<file path="src/rtl/sec_notas_pkg.sv">
// sec_notas_pkg: note index encoding and sequencing helper shared by the tone sequencer
package sec_notas_pkg;
    localparam int NUM_NOTES = 3;
    localparam logic [1:0] NOTE0 = 2'd0;
    localparam logic [1:0] NOTE1 = 2'd1;
    localparam logic [1:0] NOTE2 = 2'd2;
    // Last note and the unreachable code 3 both return to note 0
    function automatic logic [1:0] next_note(input logic [1:0] i);
        return (i >= 2'(NUM_NOTES - 1)) ? NOTE0 : i + 2'd1;
    endfunction
endpackage

</file>
<file path="src/rtl/sec_notas_tone_div.sv">
// sec_notas_tone_div: half-period divider with a registered square-wave output
//   clk, rst   : clock, synchronous active-high reset
//   sync_clr   : restart the tone low and in phase (note change strobe)
//   half       : half-period in clock cycles, >= 1
//   tone       : registered square-wave output
module tone_div #(
    parameter int W = 4
) (
    input  logic         clk,
    input  logic         rst,
    input  logic         sync_clr,
    input  logic [W-1:0] half,
    output logic         tone
);
    logic [W-1:0] tcnt;
    always_ff @(posedge clk) begin
        if (rst || sync_clr) begin
            tcnt <= '0;
            tone <= 1'b0;
        end else if (tcnt == half - 1'b1) begin
            tcnt <= '0;
            tone <= ~tone;
        end else begin
            tcnt <= tcnt + 1'b1;
        end
    end
endmodule

</file>
<file path="src/rtl/sec_notas.sv">
// sec_notas: three-note square-wave tone sequencer, each note held for DUR cycles
//   clk    : system clock
//   rst    : synchronous active-high reset
//   ch_out : registered square-wave audio output
module sec_notas
    import sec_notas_pkg::*;
#(
    parameter int N0  = 11467,
    parameter int N1  = 10216,
    parameter int N2  = 9101,
    parameter int DUR = 6000000
) (
    input  logic clk,
    input  logic rst,
    output logic ch_out
);
    localparam int NMAX = (N0 > N1) ? ((N0 > N2) ? N0 : N2) : ((N1 > N2) ? N1 : N2);
    localparam int DW   = $clog2(DUR + 1);
    localparam int TW   = $clog2(NMAX + 1);
    logic [DW-1:0] dcnt;
    logic [1:0]    idx;
    logic          note_chg;
    logic [TW-1:0] nsel;
    // Code 3 is treated as a pending note change so the sequencer self-recovers
    always_comb begin
        note_chg = (dcnt == DW'(DUR - 1)) || (idx == 2'd3);
        nsel     = (idx == NOTE0) ? TW'(N0) : (idx == NOTE1) ? TW'(N1) : TW'(N2);
    end
    always_ff @(posedge clk) begin
        if (rst) begin
            dcnt <= '0;
            idx  <= NOTE0;
        end else if (note_chg) begin
            dcnt <= '0;
            idx  <= next_note(idx);
        end else begin
            dcnt <= dcnt + 1'b1;
        end
    end
    // Note change wins over a toggle due on the same edge: every note starts low
    tone_div #(.W(TW)) u_div (
        .clk     (clk),
        .rst     (rst),
        .sync_clr(note_chg),
        .half    (nsel),
        .tone    (ch_out)
    );
endmodule

</file>
<file path="config.mk">
export PLATFORM = sky130hd
export DESIGN_NAME = sec_notas
export DESIGN_NICKNAME = d
export VERILOG_FILES = /design/src/rtl/sec_notas_pkg.sv /design/src/rtl/sec_notas_tone_div.sv /design/src/rtl/sec_notas.sv
export SDC_FILE = /design/constraint.sdc
export NUM_CORES = 1
export LEC_CHECK = 0
export ABC_AREA = 0
export BUFFER_PORTS_ARGS = -buffer_cell sky130_fd_sc_hd__buf_2
export CAP_MARGIN = 20
export CORE_ASPECT_RATIO = 1.75
export CORE_MARGIN = 2
export CORE_UTILIZATION = 48
export DETAILED_ROUTE_END_ITERATION = 10
export GPL_TIMING_DRIVEN = 0
export PLACE_DENSITY = 0.63
export SLEW_MARGIN = 20
export SYNTH_ARGS = -nofsm -noshare
export SYNTH_HDL_FRONTEND = slang
export SYNTH_SLANG_ARGS = --single-unit
</file>
<file path="constraint.sdc">
create_clock -name clk -period 3.25 [get_ports clk]
set_input_delay 0.1625 -clock clk [delete_from_list [all_inputs] [get_ports clk]]
set_output_delay 0.1625 -clock clk [all_outputs]
set_load 0.01 [all_outputs]
</file>
==> results of run 1 <==
==> worst paths after layout <==
path | start | to | slack, ps | cells after the start
worst max-delay path | dcnt[0] | u_div.tcnt[8] | 910 | 6
worst min-delay path | rst | idx[0] | 50 | 2
worst max register to register | dcnt[0] | u_div.tcnt[8] | 910 | 6
worst min register to register | dcnt[0] | dcnt[0] | 470 | 1
==> where the power goes <==
part           switching, mW  leakage, nW  internal, mW  total [mW]
clock network          0.172       0.0552         0.228       0.400
logic                 0.0179        0.285       0.00940      0.0273
registers            0.00689        0.323         0.496       0.503
total                  0.197        0.664         0.733       0.930
==> stage by stage <==
| step | setup slack [ps] | utilization, % | hold WS, ps |
|---|---|---|---|
| after floorplan | 1400 | - | 232 |
| after global placement | 874 | 51.0 | 362 |
| after detailed placement | 822 | 51.0 | 366 |
| after CTS | 812 | 53.6 | 44.1 |
| after global routing | 680 | 53.6 | 52.2 |
| final | 910 | 53.6 | 53.2 |
==> sequential cells by signal (all words and copies together) (netlist names) <==
name / flops
dcnt: 23
idx: 2
u_div.tcnt: 14
u_div.tone: 1
==> cell families after synthesis <==
kind of cell	Yosys count	share of synthesized area, %
adder cells (fa/ha/maj)	2	1.25
XOR/XNOR	26	11.4
AND/OR/NAND/NOR	113	31.5
AO/OA/AOI/OAI	28	10.3
multiplexers	2	0.999
buffers and inverters	20	4.62
flip-flops	40	40.0
==> cells in the final DEF, fill, tap and decap left out, drive strengths merged, types with 2 or more instances in the layout <==
| cell | count |
|---|---|
| a21oi | 11 |
| and3 | 2 |
| and4 | 2 |
| and4b | 2 |
| buf | 7 |
| clkbuf | 12 |
| dfxtp | 40 |
| ha | 2 |
| inv | 9 |
| mux2i | 2 |
| nand2 | 14 |
| nand3 | 12 |
| nand4 | 12 |
| nor2 | 22 |
| nor3 | 20 |
| nor3b | 3 |
| nor4 | 8 |
| o21ai | 4 |
| o311ai | 2 |
| o31ai | 3 |
| o41ai | 2 |
| or2 | 2 |
| or3 | 3 |
| or4 | 6 |
| xnor2 | 19 |
| xor2 | 7 |
==> per-layer routing <==
metal | global-route usage [%] | part of all wire (%) | up-vias | routed length, µm
li1 | - | - | 858 | -
met1 | 23.0 | 39 | 779 | 1670
met2 | 39.9 | 56 | 16 | 2410
met3 | 3.85 | 1.4 | 13 | 60
met4 | 12.8 | 3.7 | 0 | 158
met5 | 0 | 0 | - | 0
==> worst reg2reg max path: stages, from the launching register on <==
cell	delay (ps)
dfxtp_1	380
ha_1	270
nand4_1	210
or2_1	330
o21ai_2	450
clkbuf_1	460
nor3_1	120
==> area by class of cell <==
type                    count  share of cell area [%]
plain buffers              11                    2.69
clock buffers               6                    3.32
clock inverters             2                    1.60
inverters                   9                    1.55
multi-input cells         171                    50.9
flip-flops and latches     40                    36.7
well taps                  49                    2.81
repair buffers              2                   0.458
==> impl_metrics.yaml, run 1 <==
route:
  postRouteAntennaNets: 0
  drt_wl_total_um: 4300
  via_per_inst: 5.74
  wl_per_cell_um: 14.8
  vias: 1666
  drtIter0Drc: 21
  drtPass1Iterations: 5
  drc: 0
synthesis:
  synthTopCellsByCount: "dfxtp_1 (40), nor2_1 (22), nor3_1 (20)"
  ys_seq_area_share_pct: 40.0
  synthTopCellsByArea: "dfxtp_1 (40%), xnor2_1 (8.3%), nor3_1 (5.0%), nor2_1 (4.1%), nand4_1 (3.4%)"
  synth.most_common_cell: "dfxtp_1"
  synth_area_um2: 2000
  syn_inst: 231
  synthFlopType: "dfxtp_1"
  yosys.area.top_type: "dfxtp_1"
  avgSynthCellArea_um2: 8.68
  synth_edf_count: 0
  async_flop_share_pct: 0
  ys_ff_latch: 40
  yosysWarnings: 0
  yosysTopAreaCellShare_pct: 40.0
  synth_fp_nets: 235
  synthDistinctLibCells: 43
worst_setup_path:
  crit_arrival_ps: 2510
  slowest_delay_ps: 460
  setup.worst_path.end_class: "flip-flop"
  path_cells: "ha_1 > nand4_1 > or2_1 > o21ai_2 > clkbuf_1 > nor3_1"
  startpoint_type: "flip-flop"
  critical_path_required_ps: 3420
  path_buf_inv: 1
  cp_max_fo: 10
  worst-setup-path-type: "reg -> reg"
  cp_top_family: "simple AND/OR/NAND/NOR gates"
  critical-path-slowest-cell: "clkbuf_1"
timing:
  hold_viol_final: 0
  finalClockSkew_ps: 7.29
  fmax_mhz: 427
  rsz0062_at_grt: "false"
  post-route-min-period_ps: 2340
  slew_violations: 0
  finalSetupViolCount: 0
  post-route-period-util_pct: 72.0
  tns_ps: 0
  maxSlewHeadroom_pct: 64.4
  worstMarginPinSlew_ps: 534
cts:
  numCtsBuffers: 5
  path_clk_slew_ps: 80
  insertion_delay_ps: 300
  cts_max_level: 2
  cts_buffer_depth: 2
  cts_num_sinks: 40
  ctsResizeCount: 0
  cts_setup_buffers: 0
  cts_tree: "built"
  cts_root_buf: "clkbuf_8"
  hold_buffers: 0
final_layout:
  fin_nets: 244
  fin_cells: 290
  drive_gt1_share_pct: 8.30
  final_cell_area_um2: 2180
  diodes: 0
  multi_input_area_um2: 1110
  syn_to_final_growth_pct: 8.93
  fillers: 406
  register_area_um2: 801
hold_path:
  hp-class: "in -> reg"
power:
  p_total_mw: 0.930
  cellPowerDensity_nw_per_um2: 426
  p_leak_nw: 0.664
  ir_worst_vdd_uv: 297
floorplanning:
  die_h_um: 89.5
  core_um2: 4070
  die_x_um: 52.9
  rows: 31
  start_util_pct: 49.2
  io_pins: 3
  die-area_um2: 4730
global_route:
  grt_pass1_wl_um: 7670
  grt_max_degree: 13
  grt_usage_pct: 22.0
  grt_pass1_vias: 1668
  antenna_found_initial: 0
  grt_remaining_overflow: 0
status:
  status: "complete, no violations"
placed_design:
  dp.cells: 282
  port_buffers: 2
  dpl.hpwl_um: 3170
  gp_congestion: 0.763
  dpl_cell_area_um2: 2080
job:
  maxCapViolations: 0
No activity file was read; power rests on OpenSTA's default activity.
==> inputs of run 2 (changes only) <==
PLACE_DENSITY = 0.66   (was 0.63)
clock period = 1.97 ns   (was 3.25 ns; I/O delays follow)
==> run 2 against run 1 <==
  * Sequential share of layout area down 0.97 points
  * Fmax grew 25%
  * First-iteration DRC count decreased by 4.8%
  * Via count is 1.6% higher
  * Flip-flop and latch count unchanged
  * Critical path depth stayed put
  * Hold slack better by 410 ps
  * Highest routed layer unchanged
  * Clock skew is 1.6 ps lower
==> impl_metrics.yaml, run 2 (synthesized netlist as in run 1, its figures left out) <==
route:
  wl_per_cell_um: 14.7
  drtIter0Drc: 20
  drc: 0
  drt_wl_total_um: 4310
  vias: 1693
  drtPass1Iterations: 4
  postRouteAntennaNets: 0
  via_per_inst: 5.76
final_layout:
  syn_to_final_growth_pct: 12.0
  fillers: 411
  final_cell_mix: "dfxtp_1 (39), nor2_1 (22), xnor2_1 (19), nor3_1 (19), nand2_1 (14)"
  reg.largest.list: "dcnt: 23 flops, u_div.tcnt: 14 flops, idx: 2 flops"
  fin_cells: 294
  final_cell_area_um2: 2250
  diodes: 0
  registers.top_by_ff_count: "dcnt"
  fin_util_pct: 55.1
  largest_register_ff_count: 23
  drive_gt1_share_pct: 13.5
  fin_nets: 249
  final_common_cell: "dfxtp_1"
floorplanning:
  rows: 31
  die_x_um: 52.9
  die_h_um: 89.5
  core_um2: 4070
  start_util_pct: 49.2
  io_pins: 3
  die-area_um2: 4730
hold_path:
  hp-class: "reg -> reg"
  hp-start: "dcnt[0]"
worst_setup_path:
  path_cells: "buf_6 > inv_2 > or4_4 > a2111oi_4 > buf_4 > mux2i_1"
  slowest_delay_ps: 540
  worst-setup-path-type: "reg -> reg"
  setup.worst_path.end_class: "flip-flop"
  critical_path_required_ps: 2190
  cp_max_fo: 9
  critical-path-slowest-cell: "or4_4"
  startpoint_type: "flip-flop"
  startpoint: "idx[1]"
  reg2reg_from: "idx[1]"
  crit_arrival_ps: 2090
  cp_top_family: "simple AND/OR/NAND/NOR gates"
  path_buf_inv: 3
cts:
  cts_max_level: 2
  insertion_delay_ps: 290
  numCtsBuffers: 5
  cts_num_sinks: 40
  cts_root_buf: "clkbuf_8"
  path_clk_slew_ps: 70
  cts_tree: "built"
  cts_buffer_depth: 2
power:
  internal_power_mw: 1.08
  p_total_mw: 1.40
  cellPowerDensity_nw_per_um2: 623
  clockPowerShare_pct: 36.6
  p_leak_nw: 0.689
  power_frac_comb_pct: 3.9
  swShare_pct: 22.6
  p_sw_mw: 0.316
  ir_worst_vdd_uv: 559
  seq_power_share_pct: 59.5
timing:
  finalClockSkew_ps: 5.69
  finalSetupViolCount: 0
  maxSlewHeadroom_pct: 71.7
  slew_violations: 0
  post-route-min-period_ps: 1870
  fmax_mhz: 536
  tns_ps: 0
  worst_hold_slack_ps: 464
  hold_viol_final: 0
  fin_ws_ps: 103
  post-route-period-util_pct: 94.8
  worstMarginPinSlew_ps: 420
global_route:
  grt_pass1_vias: 1660
  grt_remaining_overflow: 0
  antenna_found_initial: 0
  grt_pass1_wl_um: 7330
  grt_usage_pct: 20.8
  grt_max_degree: 12
status:
  status: "complete, no violations"
placed_design:
  dpl.hpwl_um: 3140
  port_buffers: 2
  dp.cells: 282
  dpl_cell_area_um2: 2080
  gp_congestion: 0.798
  place_ws_ps: -375
job:
  maxCapViolations: 0
==> run 2: timing repair <==
item,4_1_cts,5_1_grt
endpoints found under the hold margin,2,0
gates resized for setup,8,7
endpoints found under the setup margin,35,38
buffers inserted,2,3
hold buffers,1,0
pin swaps,2,2
==> run 2: final timing paths <==
check	slack (ps)	depth (start not counted)	end
max	100	6	u_div.tone
min	460	1	dcnt[0]
max reg2reg	100	6	u_div.tone
min reg2reg	460	1	dcnt[0]
==> run 2: area by class of cell <==
class / count / area, µm² / share of cell area (%)
Multi-Input combinational cell: 171 / 1150 / 51.2
Sequential cell: 40 / 802 / 35.7
Clock buffer: 6 / 72.6 / 3.23
Buffer: 10 / 63.8 / 2.84
Tap cell: 49 / 61.3 / 2.73
Timing Repair Buffer: 8 / 57.6 / 2.56
Inverter: 9 / 33.8 / 1.50
Clock inverter: 1 / 5.00 / 0.223
==> run 2: per-layer routing <==
metal | part of all wire, % | routed length (µm) | vias to the layer above | global-route usage [%]
met2 | 56 | 2420 | 9 | 39.7
met1 | 40 | 1720 | 810 | 20.2
met3 | 1.6 | 67 | 8 | 4.01
met4 | 2.2 | 94 | 0 | 11.2
met5 | 0 | 0 | - | 0
li1 | - | - | 866 | -
==> run 2: power by group through the flow <==
stage / clock network [mW] / logic [mW] / registers [mW]
global placement: 0 / 0.0454 / 0.848
floorplan: 0 / 0.0343 / 0.846
CTS: 0.530 / 0.0501 / 0.830
global route: 0.561 / 0.0611 / 0.833
finish: 0.513 / 0.0546 / 0.832
detailed placement: 0 / 0.0456 / 0.849
